`config.mk`:
```
export PLATFORM = sky130hd
export DESIGN_NAME = country_car_sensor
export DESIGN_NICKNAME = d
export VERILOG_FILES = /design/src/rtl/country_car_sensor.sv
export SDC_FILE = /design/constraint.sdc
export NUM_CORES = 1
export LEC_CHECK = 0
export ABC_AREA = 1
export CORE_ASPECT_RATIO = 2
export CORE_UTILIZATION = 50
export DETAILED_ROUTE_END_ITERATION = 10
export PLACE_DENSITY = 0.69
export SLEW_MARGIN = 5
export SYNTH_ARGS = -nofsm -noshare
export SYNTH_HDL_FRONTEND = slang
export SYNTH_SLANG_ARGS = --single-unit
```
`constraint.sdc`:
```
create_clock -name clk -period 4.6 [get_ports clk]
set_clock_uncertainty 0.1 [all_clocks]
set_input_delay 0.92 -clock clk [delete_from_list [all_inputs] [get_ports clk]]
set_output_delay 0.92 -clock clk [all_outputs]
set_load 0.05 [all_outputs]
```
`src/rtl/country_car_sensor.sv`:
```
// country_car_sensor: debounced country-road car queue producing the car-waiting request X
module country_car_sensor #(
  parameter int DEB       = 4,
  parameter int PASS_CYC  = 8,
  parameter int MAX_GREEN = 32,
  parameter int STUCK     = 64,
  parameter int CW        = 4
) (
  input  logic          clk,
  input  logic          clear,
  input  logic          sense_raw,
  input  logic          cntry_green,
  output logic          X,
  output logic [CW-1:0] car_count,
  output logic          sensor_fault
);
  localparam int DW = $clog2(DEB + 1);
  localparam int PW = $clog2(PASS_CYC + 1);
  localparam int GW = $clog2(MAX_GREEN + 1);
  localparam int FW = $clog2(STUCK + 1);
  typedef enum logic [1:0] {IDLE, REQ, SERVE, YIELD} state_t;
  state_t state, state_nx;
  logic s1, s2, deb, deb_q;
  logic [DW-1:0] deb_cnt;
  logic [PW-1:0] pass_tmr;
  logic [GW-1:0] grn_tmr;
  logic [FW-1:0] flt_tmr;
  logic arrival, departure, pass_wrap, full;
  assign arrival      = deb & ~deb_q;
  assign pass_wrap    = (state == SERVE) && (pass_tmr == PW'(PASS_CYC - 1));
  assign departure    = pass_wrap && (car_count != '0);
  assign full         = &car_count;
  assign sensor_fault = flt_tmr == FW'(STUCK);
  assign X            = (state == REQ) || (state == SERVE);
  // two-flop synchroniser for the asynchronous loop detector
  always_ff @(posedge clk) begin
    if (!clear) begin
      s1 <= 1'b0;
      s2 <= 1'b0;
    end else begin
      s1 <= sense_raw;
      s2 <= s1;
    end
  end
  // debounce: flip only after DEB consecutive cycles of disagreement
  always_ff @(posedge clk) begin
    if (!clear) begin
      deb     <= 1'b0;
      deb_q   <= 1'b0;
      deb_cnt <= '0;
    end else begin
      deb_q <= deb;
      if (s2 == deb) deb_cnt <= '0;
      else if (deb_cnt == DW'(DEB - 1)) begin
        deb     <= ~deb;
        deb_cnt <= '0;
      end else deb_cnt <= deb_cnt + 1'b1;
    end
  end
  // each PASS_CYC cycles of service counts as one departing car
  always_ff @(posedge clk) begin
    if (!clear || state != SERVE) pass_tmr <= '0;
    else pass_tmr <= pass_wrap ? '0 : pass_tmr + 1'b1;
  end
  // queue depth: saturates high, simultaneous arrival and departure cancel
  always_ff @(posedge clk) begin
    if (!clear) car_count <= '0;
    else if (arrival && !departure && !full) car_count <= car_count + 1'b1;
    else if (departure && !arrival) car_count <= car_count - 1'b1;
  end
  // consecutive SERVE cycles, bounding how long the country side keeps green
  always_ff @(posedge clk) begin
    if (!clear) grn_tmr <= '0;
    else grn_tmr <= (state == SERVE) ? grn_tmr + 1'b1 : '0;
  end
  // stuck-high detector on the debounced level, saturating at STUCK
  always_ff @(posedge clk) begin
    if (!clear || !deb) flt_tmr <= '0;
    else if (flt_tmr != FW'(STUCK)) flt_tmr <= flt_tmr + 1'b1;
  end
  // state register
  always_ff @(posedge clk) begin
    state <= !clear ? IDLE : state_nx;
  end
  // next-state logic; queue drain wins over the max-green cap
  always_comb begin
    state_nx = state;
    unique case (state)
      IDLE:  state_nx = (car_count != '0) ? REQ : IDLE;
      REQ:   state_nx = cntry_green ? SERVE : REQ;
      SERVE: begin
        if (car_count == '0 && !arrival) state_nx = IDLE;
        else if (grn_tmr == GW'(MAX_GREEN - 1)) state_nx = YIELD;
        else if (!cntry_green) state_nx = (car_count != '0) ? REQ : IDLE;
      end
      YIELD: if (!cntry_green) state_nx = (car_count != '0) ? REQ : IDLE;
    endcase
  end
endmodule

```
==> out/results.tsv <==
metric	value	unit
status	completed	
number of port buffers	9	
die area	0.003096	mm2
I/O Pins	10	
most common cell after layout, fill and taps aside	dfxtp_1	
Max Buffers Root-to-Sink	2	
# DRC	0	
Unique masters post-synth	26	
die width	39.85	um
drt pass-1 iters	4	
PD cells	308.0	mW/mm2
Worst Setup Start Kind	flip-flop	
multi-input logic area	733.2	um2
Post-CTS Resized	0	
Rows	27	
DRT iter0 DRCs	17	
average size of a mapped cell	8.048	um2
Reg area	600.6	um2
clock-pin slew on the worst setup and hold paths	0.06	ns
Num CTS Buffers	5	
Worst Tran Pin Value	0.5072	ns
Crit Path Max Fanout	5	
first-pass GRT wire length	4664	um
Pleak	0.6786	nW
most frequent cells in the layout	dfxtp_1 (30), nor2_1 (29), inv_1 (24), nand2_1 (24), ha_1 (12)	
Total GRT Usage	0.2186	
Final Cycle Share	0.6505	
max-cap viol count	0	
Via Count	1158	
Final Hold Fails	0	
part of the power in registers	0.510	
Yosys reg bits	30	
layout cell share with drive strength beyond 1	0.1082	
Post-CTS Setup Repair Bufs	0	
vias in the first global route	1199	
CP Capture Type	primary output	
max-slew violation count	0	
Post-Syn Area	0.001433	mm2
R2R depth	12	
Pint	0.4153	mW
Hold Path Stages	2	
total core area	0.002736	mm2
DR WL/cell	12.03	um
hold_sp	s1	
Max Freq	334.2	MHz
sequential-to-total area share from yosys stat	0.4192	
H-tree depth	2	
WP data required	3.58	ns
Syn Inst Count	178	
FF-to-FF End	car_count[3]	
sw power	0.09722	mW
Synth warnings	0	
total power	0.5125	mW
nets	210	
WS Path Type	reg2out	
HP Class	reg2reg	
routed vias/inst	5.193	
Num Clock Sinks	30	
Slew HR	0.6608	
total congestion overflow	0	
Clock Tree Root	clkbuf_8	
Hold Buf Count CTS	0	
Die Ht	77.70	um
CTS tree	done	
area grow syn2layout	16.16	%
combinational cell fraction of total power	0.014	
Period minus WS final	2.992	ns
RSZ-0062 raised after global routing	false	
setup_tns	0	ns
syn nets	195	
initial antenna violation count	0	
fraction of registers with async set/reset	0	
r2r setup slk	2.41	ns
Layout Utilization	0.6081	
clock power share	0.475	
Fill cells	252	
Switching Share	0.1897	
hold endpoint	s2	
Critical Path Start	flt_tmr[0]	
critical path arrival	1.97	ns
Top FF cell, synth	dfxtp_1	
Antenna Nets Post-Route	0	
initial core utilization	0.5235	
Final setup viols	0	
final wirelength	2683	um
VDD IR-drop max	195.1	uV
Clock Latency Late Sink	0.28	ns
EDFF count, synth	0	
Final HPWL DP	2140	um
start of the worst register-to-register path	state[0]	
antenna diode count	0	
largest net degree at the start of global routing	13	
GP Congestion	0.7919	
[final cells by class]
type | count | area share
multi-input cells | 122 | 0.4406
well taps | 29 | 0.02180
inverters | 25 | 0.05639
clock buffers | 8 | 0.06617
repair buffers | 9 | 0.05414
flip-flops and latches | 30 | 0.3609
[synth_stat cells, types with 3 or more instances]
master   instances  area share
dfxtp_1         30        0.42
xor2_1           5       0.031
nor2_2           3       0.013
o21ai_1          3       0.010
inv_1           24       0.063
nand2_1         24       0.063
nor3b_1          3       0.016
nand3_1          9       0.031
nand2_2          3       0.013
nor2_1          29       0.076
a21oi_1         11       0.038
o21ai_0          4       0.014
ha_1            12        0.10
[sequential cells by signal, indices dropped and copies added, names as in the netlist]
name / count
grn_tmr: 6
deb_q: 1
car_count: 4
s2: 1
pass_tmr: 4
deb_cnt: 3
deb: 1
state: 2
flt_tmr: 7
s1: 1
[stage by stage]
stage                     worst slack [ns]  hold WS, ns  area, um2  instances
after detailed placement             1.897       0.3147       1554        215
after floorplan                      2.397       0.2905       1433        178
after CTS                            1.594       0.3302       1664        223
after global routing                 1.507       0.3526       1664        223
after global placement               1.994       0.3063       1554        215
final                                1.608       0.3207       1664        223
[worst max path at each step]
| stage | endpoint | slack (ns) | depth (start not counted) |
|---|---|---|---|
| floorplan | car_count[3] | 2.40 | 10 |
| global placement | sensor_fault | 1.99 | 5 |
| detailed placement | sensor_fault | 1.90 | 5 |
| CTS | sensor_fault | 1.59 | 5 |
| global route | sensor_fault | 1.51 | 5 |
| finish | sensor_fault | 1.61 | 5 |
[worst max-delay path, stage by stage, from the launching register on]
cell	delay, ns
dfxtp_1	0.35
inv_1	0.07
ha_1	0.14
nand4_1	0.18
inv_1	0.15
clkdlybuf4s50_1	0.81
[cells by family after synthesis]
group           Yosys count  share of synthesized area
simple gates             79                     0.2594
buf+inv                  26                    0.06899
fa+ha+maj                13                     0.1188
compound gates           23                    0.09083
xor+xnor                  7                    0.04280
flops                    30                     0.4192
[power groups by stage]
| stage | Sequential [mW] | Combinational [mW] | Clock (mW) |
|---|---|---|---|
| floorplan | 0.267 | 0.00354 | 0 |
| global placement | 0.267 | 0.00694 | 0 |
| detailed placement | 0.267 | 0.00729 | 0 |
| CTS | 0.261 | 0.00733 | 0.253 |
| global route | 0.261 | 0.00830 | 0.259 |
| finish | 0.262 | 0.00735 | 0.244 |
[per-layer routing]
metal  part of all wire  vias up  GRT usage
li1                   -      592          -
met1               0.33      549     0.1780
met2               0.63       12     0.4115
met5                  0        -          0
met3              0.019        5    0.05143
met4              0.023        0     0.1241
No activity file was read; power rests on OpenSTA's default activity.
